<file path="src/rtl/vending_fsm_if.sv">
// Coin acceptor / actuator bundle for vending_fsm.
// The credit signal exists only when FSM_CREDIT_OUT_EN is defined.
interface vending_fsm_if;
    logic       B1;
    logic       B2;
    logic       B3;
    logic       EB;
    logic       EB1;
    logic       EB2;
`ifdef FSM_CREDIT_OUT_EN
    logic [1:0] credit;
`endif

    modport master (
        output B1, B2, B3,
`ifdef FSM_CREDIT_OUT_EN
        input  credit,
`endif
        input  EB, EB1, EB2
    );

    modport slave (
        input  B1, B2, B3,
`ifdef FSM_CREDIT_OUT_EN
        output credit,
`endif
        output EB, EB1, EB2
    );
endinterface

</file>
<file path="src/rtl/vending_fsm.sv">
// Drink dispenser controller: price 3, coins 1/2/5, change paid as 1- and 2-unit pulses.
// Optional FSM_CREDIT_OUT_EN exposes the accumulated credit decoded from state.
//
// state | meaning
// IDLE  | credit 0
// C1    | credit 1
// C2    | credit 2
// VEND  | EB pulse plus first change pulse(s)
// CHG2  | second 2-unit change pulse (change of 4)
module vending_fsm (
    input  logic          clk,
    input  logic          reset,
    vending_fsm_if.slave  bus
);

    typedef enum logic [2:0] {
        IDLE = 3'd0,
        C1   = 3'd1,
        C2   = 3'd2,
        VEND = 3'd3,
        CHG2 = 3'd4
    } state_t;

    state_t      r_state;
    logic [2:0]  r_b_prev;
    logic        r_eb;
    logic        r_eb1;
    logic        r_eb2;
    logic        r_chg4;

    logic [2:0]  w_rise;
    logic [2:0]  w_coin_val;
    logic [1:0]  w_credit;
    logic [2:0]  w_total;
    logic [2:0]  w_change;

    assign w_rise = {bus.B3, bus.B2, bus.B1} & ~r_b_prev;

    // Highest denomination wins when several coins rise together.
    always_comb begin
        w_coin_val = 3'd0;
        if (w_rise[2])
            w_coin_val = 3'd5;
        else if (w_rise[1])
            w_coin_val = 3'd2;
        else if (w_rise[0])
            w_coin_val = 3'd1;
    end

    always_comb begin
        w_credit = 2'd0;
        case (r_state)
            C1:      w_credit = 2'd1;
            C2:      w_credit = 2'd2;
            default: w_credit = 2'd0;
        endcase
    end

    assign w_total  = {1'b0, w_credit} + w_coin_val;
    assign w_change = w_total - 3'd3;

    always_ff @(posedge clk or posedge reset) begin
        if (reset) begin
            r_state  <= IDLE;
            r_b_prev <= 3'b000;
            r_eb     <= 1'b0;
            r_eb1    <= 1'b0;
            r_eb2    <= 1'b0;
            r_chg4   <= 1'b0;
        end else begin
            r_b_prev <= {bus.B3, bus.B2, bus.B1};
            r_eb     <= 1'b0;
            r_eb1    <= 1'b0;
            r_eb2    <= 1'b0;
            case (r_state)
                IDLE, C1, C2: begin
                    r_chg4 <= 1'b0;
                    if (w_coin_val != 3'd0) begin
                        if (w_total < 3'd3) begin
                            r_state <= (w_total == 3'd1) ? C1 : C2;
                        end else begin
                            r_state <= VEND;
                            r_eb    <= 1'b1;
                            r_eb1   <= w_change[0];
                            r_eb2   <= (w_change >= 3'd2);
                            r_chg4  <= (w_change == 3'd4);
                        end
                    end
                end
                VEND: begin
                    // Coins rising here are dropped; only their history updates.
                    if (r_chg4) begin
                        r_state <= CHG2;
                        r_eb2   <= 1'b1;
                    end else begin
                        r_state <= IDLE;
                    end
                    r_chg4 <= 1'b0;
                end
                CHG2: begin
                    r_state <= IDLE;
                    r_chg4  <= 1'b0;
                end
                default: begin
                    r_state <= IDLE;
                    r_chg4  <= 1'b0;
                end
            endcase
        end
    end

    assign bus.EB  = r_eb;
    assign bus.EB1 = r_eb1;
    assign bus.EB2 = r_eb2;

`ifdef FSM_CREDIT_OUT_EN
    assign bus.credit = w_credit;
`endif

endmodule

</file>
<file path="src/flat_wrapper.sv">
// flat-port wrapper written by rule: the top's interface ports become plain ports
module vending_fsm_flat 
  (clk, reset, bus_B1, bus_B2, bus_B3, bus_EB, bus_EB1, bus_EB2);
  vending_fsm_if bus_i ();
  input  logic clk;
  input  logic reset;
  input wire logic [$bits(bus_i.B1)-1:0] bus_B1;
  input wire logic [$bits(bus_i.B2)-1:0] bus_B2;
  input wire logic [$bits(bus_i.B3)-1:0] bus_B3;
  output wire logic [$bits(bus_i.EB)-1:0] bus_EB;
  output wire logic [$bits(bus_i.EB1)-1:0] bus_EB1;
  output wire logic [$bits(bus_i.EB2)-1:0] bus_EB2;
  assign bus_i.B1 = bus_B1;
  assign bus_i.B2 = bus_B2;
  assign bus_i.B3 = bus_B3;
  assign bus_EB = bus_i.EB;
  assign bus_EB1 = bus_i.EB1;
  assign bus_EB2 = bus_i.EB2;
  vending_fsm u_core (.clk(clk), .reset(reset), .bus(bus_i));
endmodule
</file>
<file path="config.mk">
export PLATFORM = sky130hd
export DESIGN_NAME = vending_fsm_flat
export DESIGN_NICKNAME = d
export VERILOG_FILES = /design/src/rtl/vending_fsm_if.sv /design/src/rtl/vending_fsm.sv /design/src/flat_wrapper.sv
export SDC_FILE = /design/constraint.sdc
export NUM_CORES = 1
export LEC_CHECK = 0
export ABC_AREA = 1
export CAP_MARGIN = 20
export CORE_AREA = 10 10 47 49
export CTS_BUF_LIST = sky130_fd_sc_hd__clkbuf_4 sky130_fd_sc_hd__clkbuf_8 sky130_fd_sc_hd__clkbuf_16
export DETAILED_ROUTE_END_ITERATION = 6
export DIE_AREA = 0 0 57 59
export PLACE_DENSITY = 0.62
export SETUP_SLACK_MARGIN = 0.15
export SLEW_MARGIN = 20
export SYNTH_ARGS = -nofsm -noshare
export SYNTH_HDL_FRONTEND = slang
export SYNTH_SLANG_ARGS = --single-unit
</file>
<file path="constraint.sdc">
create_clock -name clk -period 2.6 [get_ports clk]
set_input_delay 0.52 -clock clk [delete_from_list [all_inputs] [get_ports clk]]
set_output_delay 0.52 -clock clk [all_outputs]
set_load 0.03 [all_outputs]
</file>
==> results.toml, run 1 <==
[power]
power.density_mw_per_mm2 = 971
leakage_uw = 0.000453
ir_drop_mv = 0.441

[synthesis]
synth_seq_cells = 10
netlist_instances = 66
synth-main-ff-cell = "dfrtp_1"
synth-edff-count = 0
seq_area_frac_synth_pct = 44.3
synth.distinct_cells = 17
postSynth.asyncResetShare_pct = 100
syn_area_um2 = 564
syn_nets = 76
synth_area_per_cell_um2 = 8.55
ys_warn_count = 0

[timing]
finalSetupViolCount = 0
drv_slew = 0
skew_ns = 0.00693
max_slew_margin_pct = 74.6
rsz0062_at_grt = "false"
hold_viol_final = 0
worst_hold_slack_ns = 0.509
max_freq_mhz = 452
tightest_slew_ns = 0.380
worst_slack_ns = 0.387
finalCritPeriodShare_pct = 85.1
min_period_ns = 2.21

[routing]
drt-total-wl_mm = 1.16
routedWlPerCell_um = 10.9
antenna_left = 0
drt_iter0_drc = 11
vias = 483
dr.pass1.iters = 5
avgViaCountPerCell = 4.56
post-route-drc-count = 0

[finish]
layout_common_cells = "inv_1 (14), buf_4 (13), nand2_1 (11)"
fin_cells = 106
nets = 101
diodes = 0
syn_to_final_growth_pct = 43.7
layout-drive-gt1-share_pct = 36.7
mostFrequentLayoutCell = "inv_1"

[floorplanning]
rows = 14
boundaryPins = 8
die_y_um = 59
fp.dieArea_mm2 = 0.00336
die_x_um = 57
design.core.area_mm2 = 0.00140
initial_core_util_pct = 40.3

[clock_tree]
ctsHoldBuffers = 0
cts_buffer_depth = 2
cts_root_buf = "clkbuf_4"
clk_latency_ns = 0.27
cts_num_sinks = 10
path_clk_slew_ns = 0.07
cts_tree = "yes"
cts-buffers-inserted = 3
h-tree-depth = 1

[placement]
dp_hpwl_um = 864
io_buffer_count = 7
place_congestion = 0.679
dp_cells = 94
dp_slack_ns = -0.194

[hold_path]
min_path_type = "primary input to flop"

[run]
maxCapViolCount = 0

[worst_setup_path]
crit_fanout = 3
crit_end = "u_core.r_chg4"
cpMostUsedCell = "inv_1"
startpoint_type = "primary input"
crit_type = "primary input to flop"
reg2reg_from = "u_core.r_state[1]"
r2r_cells = 10
startpoint = "bus_B2"
crit_chain = "dlygate4sd2_1, nand2_1, inv_1, o21ai_1, ha_2, inv_1, fa_2, inv_2, ha_4, inv_1, nand3_2, and2_4, nor2_2"
cp.depth = 13
critPathMaxStageDelay_ns = 0.56
cpLargestDelayFamily = "adder cells"
reg2reg_to = "u_core.r_chg4"
critPathArrivalTime_ns = 2.42
worst-path-buf-inv = 5
endpoint_kind = "flop"
rrSetupSlack_ns = 0.43
worstPathRequired_ns = 2.81
crit_slowest_cell = "fa_2"

[grt]
grt_pass1_wl_mm = 2.04
antenna_found_initial = 0
overflow = 0
groute.layer.met3.usage_pct = 1.29
use_met2_pct = 13.2
grt_pass1_vias = 496
grt_use_met1_pct = 7.44
busiest_layer = "met2"
grt.total_usage_pct = 7.68
grt_max_degree = 11

[status]
outcome = "finished clean"
==> state kept, by name (all words and copies together) (netlist names) <==
register and cells:
u_core.bus.EB 1, u_core.bus.EB1 1, u_core.bus.EB2 1, u_core.r_b_prev 3
u_core.r_chg4 1, u_core.r_state 3
==> layout make-up <==
class / instances / area (um2)
Fill cell: 143 / 591
Tap cell: 16 / 20.0
Timing Repair Buffer: 20 / 168
Sequential cell: 10 / 250
Multi-Input combinational cell: 40 / 277
Inverter: 16 / 60.1
Clock buffer: 4 / 36.3
==> logic make-up after synthesis <==
family | synth area share, %
fa+ha+maj | 12.4
flops | 44.3
simple gates | 28.4
compound gates | 4.21
buf+inv | 10.6
==> power by group <==
part	internal, uW	leakage, uW	switching (uW)
registers	195	0.000127	27.4
clock network	85.0	0.0000210	56.4
logic	187	0.000305	237
total	466	0.000453	321
==> Yosys cell counts, types with 2 or more instances <==
master,n,area (um2)
ha_1,4,50.1
dfrtp_1,10,250
nor2_2,3,18.8
nand3_1,6,30.0
nand2_2,4,25.0
o21ai_0,3,15.0
inv_1,15,56.3
nand2_1,11,41.3
nor3_1,2,10.0
==> per-stage QoR <==
step | cell area [um2] | power (uW) | utilization, % | setup TNS (ns)
5_1_grt | 811 | 854 | 57.9 | 0
3_5_place_dp | 692 | 613 | 49.4 | -0.481
4_1_cts | 806 | 790 | 57.5 | 0
6_report | 811 | 788 | 57.9 | 0
3_3_place_gp | 692 | 600 | 49.4 | -0.293
2_1_floorplan | 564 | 489 | - | 0
==> worst min-delay path by stage <==
stage | from | to | slack, ns | depth (start not counted)
after detailed placement | u_core.r_chg4 | u_core.r_state[2] | 0.52 | 2
after CTS | bus_B1 | u_core.r_b_prev[0] | 0.50 | 1
after floorplan | reset | u_core.bus.EB | 0.36 | 1
final | bus_B1 | u_core.r_b_prev[0] | 0.51 | 1
after global placement | u_core.r_chg4 | u_core.r_state[2] | 0.51 | 2
after global routing | bus_B1 | u_core.r_b_prev[0] | 0.50 | 1
==> layer usage <==
metal	vias to the layer above	wire length (um)
li1	248	-
met4	0	47
met5	-	0
met2	8	636
met1	223	449
met3	4	26
==> worst reg2reg max path, stage by stage (launching register included) <==
cell,delay (ns)
dfrtp_1,0.44
nor3_1,0.26
ha_2,0.21
inv_1,0.04
fa_2,0.56
inv_2,0.07
ha_4,0.16
inv_1,0.06
nand3_2,0.08
and2_4,0.16
nor2_2,0.08
==> timing repair <==
item                                    in CTS  in global routing
buffers inserted                             8                  0
endpoints found under the setup margin       2                  4
pin swaps                                    4                  1
resized for setup                            8                  2
(Power assumes the default switching activity.)
==> run 2: changes to the inputs <==
--- a/config.mk
+++ b/config.mk
@@ -8,9 +8,12 @@
 export ABC_AREA = 1
 export CAP_MARGIN = 20
-export CORE_AREA = 10 10 47 49
+export CELL_PAD_IN_SITES_DETAIL_PLACEMENT = 0
+export CELL_PAD_IN_SITES_GLOBAL_PLACEMENT = 2
+export CORE_MARGIN = 10
+export CORE_UTILIZATION = 30
 export CTS_BUF_LIST = sky130_fd_sc_hd__clkbuf_4 sky130_fd_sc_hd__clkbuf_8 sky130_fd_sc_hd__clkbuf_16
 export DETAILED_ROUTE_END_ITERATION = 6
-export DIE_AREA = 0 0 57 59
-export PLACE_DENSITY = 0.62
+export MAX_ROUTING_LAYER = met4
+export PLACE_DENSITY = 0.71
 export SETUP_SLACK_MARGIN = 0.15
 export SLEW_MARGIN = 20
==> constraint.sdc (replaced) <==
create_clock -name clk -period 2.6 [get_ports clk]
set_input_delay 0.52 -clock clk [delete_from_list [all_inputs] [get_ports clk]]
set_output_delay 0.52 -clock clk [all_outputs]
set_load 0.01 [all_outputs]
==> results.toml, run 2 (synthesized netlist as in run 1, its figures left out) <==
[status]
outcome = "finished clean"

[grt]
grt_pass1_vias = 423
grt_max_degree = 11
grt_pass1_wl_mm = 1.79
overflow = 0
antenna_found_initial = 0
grt.total_usage_pct = 5.83

[clock_tree]
post-cts-setup-buffers = 0
cts_tree = "yes"
cts-buffers-inserted = 3
clk_latency_ns = 0.26
h-tree-depth = 1
cts_num_sinks = 10
path_clk_slew_ns = 0.06
cts_root_buf = "clkbuf_4"
cts_buffer_depth = 2

[floorplanning]
initial_core_util_pct = 32.0
die_y_um = 63.4
design.core.area_mm2 = 0.00176
boundaryPins = 8
rows = 15
fp.dieArea_mm2 = 0.00402
die_x_um = 63.4

[finish]
fillCellCount = 197
layout_common_cells = "inv_1 (13), dfrtp_1 (10), nand2_1 (8)"
top_regs = "u_core.r_b_prev: 3 flops, u_core.r_state: 3 flops"
fin_cells = 106
diodes = 0
mostFrequentLayoutCell = "inv_1"
nets = 92
layout-drive-gt1-share_pct = 34.6
syn_to_final_growth_pct = 35.3

[worst_setup_path]
crit_type = "flop to flop"
endpoint_kind = "flop"
r2r_cells = 10
worstPathRequired_ns = 2.80
startpoint_type = "flop"
critPathArrivalTime_ns = 2.46
startpoint = "u_core.r_state[1]"
crit_fanout = 5
crit_end = "u_core.r_chg4"
rrSetupSlack_ns = 0.34
reg2reg_from = "u_core.r_state[1]"
reg2reg_to = "u_core.r_chg4"

[routing]
routedWlPerCell_um = 9.80
drt-total-wl_mm = 1.04
antenna_left = 0
vias = 431
dr.pass1.iters = 3
avgViaCountPerCell = 4.07
drt_iter0_drc = 7
post-route-drc-count = 0

[timing]
min_period_ns = 2.26
rsz0062_at_grt = "false"
finalSetupViolCount = 0
worst_slack_ns = 0.339
finalCritPeriodShare_pct = 87.0
max_freq_mhz = 442
tightest_slew_ns = 0.376
drv_slew = 0
hold_viol_final = 0
max_slew_margin_pct = 74.9
worst_hold_slack_ns = 0.412
skew_ns = 0.000463

[hold_path]
min_path_cells = 1
min_path_type = "primary input to flop"

[placement]
dp_hpwl_um = 847
dp_slack_ns = -0.172
place_congestion = 0.734
dp_cells = 102
io_buffer_count = 7

[power]
p_int_uw = 456
power_frac_comb_pct = 51.1
ir_drop_mv = 0.366
totalPowerFinal_uw = 735
seq_power_share_pct = 30.1
power_frac_clock_pct = 18.8
power.density_mw_per_mm2 = 963
p_sw_share_pct = 38.0
p_sw_uw = 279
leakage_uw = 0.000433

[run]
maxCapViolCount = 0
-- run 2: cell count changes in the layout (fill, tap and decap cells not counted), sizes merged --
| cell | change |
|---|---|
| buf | -9 |
| dlygate4sd2 | -2 |
| dlymetal6s2s | +2 |
-- run 2: worst max-delay path, cell delays in order (launching register included) --
cell and delay, ns:
dfrtp_1 0.43, nor3_1 0.26, ha_2 0.21, inv_1 0.05, fa_1 0.60, inv_2 0.05, ha_1 0.21, inv_1 0.07
nand3_2 0.08, and2_4 0.16, nor2_2 0.09
-- run 2: layout make-up --
| class | instances | area (um2) | share of cell area, % |
|---|---|---|---|
| Tap cell | 25 | 31.3 | 4.10 |
| Clock buffer | 4 | 36.3 | 4.75 |
| Sequential cell | 10 | 250 | 32.8 |
| Timing Repair Buffer | 11 | 108 | 14.1 |
| Inverter | 16 | 60.1 | 7.87 |
| Multi-Input combinational cell | 40 | 278 | 36.4 |
-- run 2: worst min path at each step --
| stage | slack [ns] | end | startpoint |
|---|---|---|---|
| floorplan | 0.36 | u_core.bus.EB | reset |
| finish | 0.41 | u_core.r_b_prev[1] | bus_B2 |
| CTS | 0.54 | u_core.r_state[2] | reset |
| global placement | 0.52 | u_core.r_state[2] | u_core.r_chg4 |
| detailed placement | 0.53 | u_core.r_state[2] | u_core.r_chg4 |
| global route | 0.41 | u_core.r_b_prev[0] | bus_B1 |
-- run 2: power by group through the flow --
| stage | Clock (uW) | Combinational [uW] | Sequential (uW) |
|---|---|---|---|
| after detailed placement | 0 | 357 | 224 |
| final | 138 | 376 | 221 |
| after floorplan | 0 | 228 | 231 |
| after CTS | 143 | 359 | 221 |
| after global routing | 149 | 435 | 227 |
| after global placement | 0 | 358 | 224 |
-- run 2: layer usage --
metal | track usage [%] | routed length [um] | up-vias
met5 | - | 0 | -
met2 | 8.04 | 484 | 6
met1 | 6.71 | 497 | 189
met4 | 5.74 | 32 | 0
li1 | - | - | 234
met3 | 1.24 | 25 | 2
-- run 2: repair_timing --
| item | in CTS | in global routing |
|---|---|---|
| pin swaps | 0 | 5 |
| hold buffers | 0 | 0 |
| gates resized for setup | 1 | 14 |
| setup endpoints to repair | 4 | 6 |
-- run 2: metrics by stage --
| stage | utilization (%) | TNS [ns] | cell area, um2 |
|---|---|---|---|
| finish | 43.3 | 0 | 763 |
| global route | 43.3 | 0 | 763 |
| CTS | 41.5 | 0 | 732 |
| detailed placement | 39.4 | -0.666 | 696 |
| global placement | 39.4 | -0.941 | 696 |
| floorplan | - | 0 | 564 |
==> run 3: changes to the inputs <==
CORE_UTILIZATION = 32   (was 30)
CTS_BUF_LIST = sky130_fd_sc_hd__clkbuf_2 sky130_fd_sc_hd__clkbuf_4 sky130_fd_sc_hd__clkbuf_8   (was sky130_fd_sc_hd__clkbuf_4 sky130_fd_sc_hd__clkbuf_8 sky130_fd_sc_hd__clkbuf_16)
PLACE_DENSITY = 0.75   (was 0.71)
==> results.toml, run 3 (synthesized netlist as in run 1, its figures left out) <==
[timing]
tightest_slew_ns = 0.372
skew_ns = 0.00117
rsz0062_at_grt = "false"
max_slew_margin_pct = 75.2
max_freq_mhz = 451
fin_setup_tns_ns = 0
hold_viol_final = 0
finalSetupViolCount = 0
min_period_ns = 2.22
finalCritPeriodShare_pct = 85.2
drv_slew = 0

[hold_path]
min_path_cells = 1
min_path_type = "primary input to flop"
holdCritStartpoint = "bus_B2"
holdPathEnd = "u_core.r_b_prev[1]"

[clock_tree]
clk_latency_ns = 0.25
cts_root_buf = "clkbuf_4"
h-tree-depth = 1
ctsHoldBuffers = 0
cts-buffers-inserted = 3
cts_num_sinks = 10
path_clk_slew_ns = 0.06
cts_buffer_depth = 2
cts_tree = "yes"

[grt]
busiest_layer = "met2"
grt_use_met1_pct = 7.97
overflow = 0
antenna_found_initial = 0
grt_pass1_wl_mm = 1.90
grt.total_usage_pct = 6.79
grt_pass1_vias = 468
use_met2_pct = 10.2
grt_max_degree = 11
groute.layer.met3.usage_pct = 1.22

[power]
power_frac_comb_pct = 52.8
totalPowerFinal_uw = 754
leakage_uw = 0.000439
p_sw_share_pct = 37.6
power.density_mw_per_mm2 = 966
seq_power_share_pct = 29.3
ir_drop_mv = 0.526
p_sw_uw = 284
p_int_uw = 470
power_frac_clock_pct = 17.9

[finish]
mostFrequentLayoutCell = "inv_1"
nets = 93
layout_common_cells = "inv_1 (14), dfrtp_1 (10), nand2_1 (8)"
diodes = 0
layout-drive-gt1-share_pct = 37.8
syn_to_final_growth_pct = 38.4
top_regs = "u_core.r_b_prev: 3 flops, u_core.r_state: 3 flops"

[placement]
dp_hpwl_um = 840
io_buffer_count = 7
place_congestion = 0.715

[floorplanning]
die_x_um = 62.0
fp.dieArea_mm2 = 0.00384
rows = 15
design.core.area_mm2 = 0.00171
die_y_um = 62.0
boundaryPins = 8
initial_core_util_pct = 33.0

[routing]
drt-total-wl_um = 969
post-route-drc-count = 0
routedWlPerCell_um = 9.06
vias = 428
antenna_left = 0
avgViaCountPerCell = 4.00
drt_iter0_drc = 7
dr.pass1.iters = 4

[worst_setup_path]
crit_fanout = 5
reg2reg_to = "u_core.bus.EB2"
rrSetupSlack_ns = 0.38
crit_type = "flop to flop"
startpoint_type = "flop"
worstPathRequired_ns = 2.75
r2r_cells = 12
critPathArrivalTime_ns = 2.36
reg2reg_from = "u_core.r_state[1]"
endpoint_kind = "flop"

[status]
outcome = "finished clean"

[run]
maxCapViolCount = 0
## run 3: changes by cell type in the layout (fill, tap and decap cells not counted)
cell     change
buf_4        +1
ha_1         -1
ha_2         +1
inv_1        +1
inv_2        -1
o21ai_1      -2
o21ai_2      +2
## run 3: final cells by class
type	count	area [um2]
multi-input cells	40	288
clock buffers	4	36.3
flip-flops and latches	10	250
well taps	25	31.3
repair buffers	12	115
fillers	171	927
inverters	16	60.1
## run 3: worst max path at each step
| stage | start | to | slack [ns] | depth (start not counted) |
|---|---|---|---|---|
| 4_1_cts | bus_B1 | u_core.r_chg4 | 0.15 | 12 |
| 6_report | u_core.r_state[1] | u_core.bus.EB2 | 0.38 | 12 |
| 3_3_place_gp | bus_B1 | u_core.r_state[1] | -0.21 | 12 |
| 3_5_place_dp | bus_B1 | u_core.r_state[1] | -0.21 | 12 |
| 5_1_grt | u_core.r_state[1] | u_core.bus.EB2 | 0.18 | 12 |
| 2_1_floorplan | bus_B2 | u_core.r_chg4 | 0.42 | 12 |
## run 3: metal layers
metal,wire [um],vias up
met2,465,4
met4,27,0
met1,447,188
li1,-,234
met5,0,-
met3,28,2
## run 3: power groups by stage
stage                     clock network [uW]  logic [uW]  registers, uW
final                                    135         398            221
after global placement                     0         358            225
after global routing                     150         460            230
after CTS                                139         368            221
after floorplan                            0         228            231
after detailed placement                   0         354            224
## run 3: per-stage QoR
stage	area [um2]	hold WS [ns]	util [%]	worst slack (ns)	std cells
2_1_floorplan	564	0.360	-	0.418	66
3_3_place_gp	696	0.532	40.7	-0.205	102
3_5_place_dp	696	0.527	40.7	-0.209	102
4_1_cts	736	0.544	43.1	0.155	106
5_1_grt	781	0.426	45.7	0.185	107
6_report	781	0.420	45.7	0.384	107
## run 3: worst max-delay path, cell delays in order (launching register included)
cell and delay, ns:
dfrtp_1 0.43, nor3_1 0.24, ha_2 0.21, inv_1 0.05, fa_1 0.58, inv_1 0.07
buf_4 0.14, nand2_2 0.06, inv_1 0.05, nor2_2 0.12, nor2_2 0.05, nand2_1 0.07
nand2_1 0.05
## run 3: repair_timing
action,in CTS,in global routing
gates resized for setup,4,13
gates cloned,0,0
buffers inserted,0,1
pin swaps,0,4
endpoints found under the setup margin,4,6
==> RTL change: new RTL, flow settings as in run 3 <==
Re-encode `state_t` (5 states) as one-hot, 5 bits wide.
--- a/src/rtl/vending_fsm.sv
+++ b/src/rtl/vending_fsm.sv
@@ -13,12 +13,12 @@
     vending_fsm_if.slave  bus
 );
 
-    typedef enum logic [2:0] {
-        IDLE = 3'd0,
-        C1   = 3'd1,
-        C2   = 3'd2,
-        VEND = 3'd3,
-        CHG2 = 3'd4
+    typedef enum logic [4:0] {
+        IDLE = 5'b00001,
+        C1   = 5'b00010,
+        C2   = 5'b00100,
+        VEND = 5'b01000,
+        CHG2 = 5'b10000
     } state_t;
 
     state_t      r_state;
Behaviour: same outputs for any inputs over 10 cycles, from zero or initial values and one cycle with reset high; not proved beyond that.
==> RTL change against run 3 <==
- synthesized area rose by 24%
- routed wire length is 39% higher
- count of clock-buffer cells in the layout stayed put
- maximum frequency is 4.9% lower
- design area up 23%
- setup slack worse by 110 ps
- total power is 2.6% lower
- sequential cell count rose by 2
==> RTL change: results (changes against run 3) <==
ir_worst_vdd_mv: 0.342  # -35%
setup.worst_path.start: "u_core.r_state[2]"
power_leakage_nw: 0.518  # +18%
wl_per_cell_um: 10.2  # +13%
seq_area_frac_synth_pct: 43.1  # -1.2 points
io_buffer_count: 7  # unchanged
synth_compound_area_share_pct: 0.716  # -3.5 points
cts_root_buf: "clkbuf_4"
cpMaxStageDelayCell: "fa_1"
drtPass1Iterations: 4  # unchanged
gp_congestion: 0.701  # -2.0%
reg2reg_to: "u_core.bus.EB2"
ys_warn_count: 0  # unchanged
p_sw_uw: 288  # +1.5%
grt_pass1_vias: 565  # +21%
synthAdderAreaFrac_pct: 11.8  # -0.61 points
dpl.hpwl_mm: 1.08  # +28%
clock.fmax_mhz: 429  # -4.9%
grt_max_degree: 13  # +2
syn-num-nets: 98  # +29%
whs_endpoint: "u_core.r_b_prev[0]"
status: "completed"
totalWireLength_mm: 1.35  # +39%
worst_pin_slew_ps: 441  # +68.8 ps
clk_latency_ps: 260
synthTopCellsByArea: "dfrtp_1 (39%), nand2_1 (13%), ha_1 (8.9%), inv_1 (7.5%), nor2_4 (6.4%)"
synth_cell_types: 16  # -1
ff2ff_path_depth: 12  # unchanged
fin_skew_ps: 6.34  # +5.17 ps
finalSetupViolCount: 0  # unchanged
comb_power_uw: 353  # -11%
nNetsFinal: 117  # +26%
track_usage_pct: 7.04  # +0.25 points
syn_inst: 87  # +32%
path_class: "register to register"
clock_power_uw: 124  # -8%
ys_top_cells_by_count: "nand2_1 (25), inv_1 (14), dfrtp_1 (11)"
cts_buffer_depth: 2  # unchanged
crit_path_max_fanout: 5  # unchanged
place_area_sq_um: 848  # +22%
grt_first_pass_wirelength_mm: 2.34  # +23%
largestRegisters: "u_core.r_state: 5 flops, u_core.r_b_prev: 3 flops"
async_flop_share_pct: 100  # unchanged
crit_family: "adder cells"
clk_pin_slew_worst_paths_ps: 70
drtIter0Drc: 22  # +15
htree_num_levels: 1  # unchanged
place_ws_ps: -144  # +64.5 ps
reg2reg_slack_ps: 270  # -110 ps
yosys-mux-area-fraction_pct: 0  # unchanged
synthXorXnorAreaFrac_pct: 0  # unchanged
max_stage_delay_ps: 550  # -30 ps
fin_hold_ws_ps: 411  # -8.51 ps
seq_power_uw: 258  # +17%
hold_start: "bus_B1"
min-delay-path-class: "primary input to register"
crit_arrival_ps: 2480  # +120 ps
final_layout_size_suffix_gt1_share_pct: 38.1  # +0.29 points
dp_cells: 127  # +25%
vias: 561  # +31%
RTL change: cell types whose count changed in the layout (fill, tap and decap cells not counted), sizes merged, moves of 2 or more:
cell and change:
nand2 +13, nor2 +11, buf +2, nand3 -2
o21ai -2
RTL change: final cells by class:
type | count | area (sq um)
clock buffer | 4 | 30.0
fill | 218 | 1060
inverter | 17 | 63.8
multi-input combinational | 58 | 398
sequential | 12 | 302
tap | 27 | 33.8
timing repair buffer | 14 | 130
RTL change: layer usage:
metal  wire (um)  part of all wire (%)  GRT usage [%]  vias to the layer above
met2         658                    49           10.3                        7
met4          30                   2.2           4.71                        0
met1         608                    45           8.22                      257
met5           0                     0              -                        -
li1            -                     -              -                      295
met3          50                   3.7           1.84                        2
RTL change: repair_timing:
action | in CTS | in global routing
buffers inserted | 0 | 1
hold buffers | 0 | 0
hold endpoints to repair | 0 | 0
pin swaps | 0 | 10
gates cloned | 0 | 0
gates resized for setup | 1 | 21
setup endpoints to repair | 1 | 7
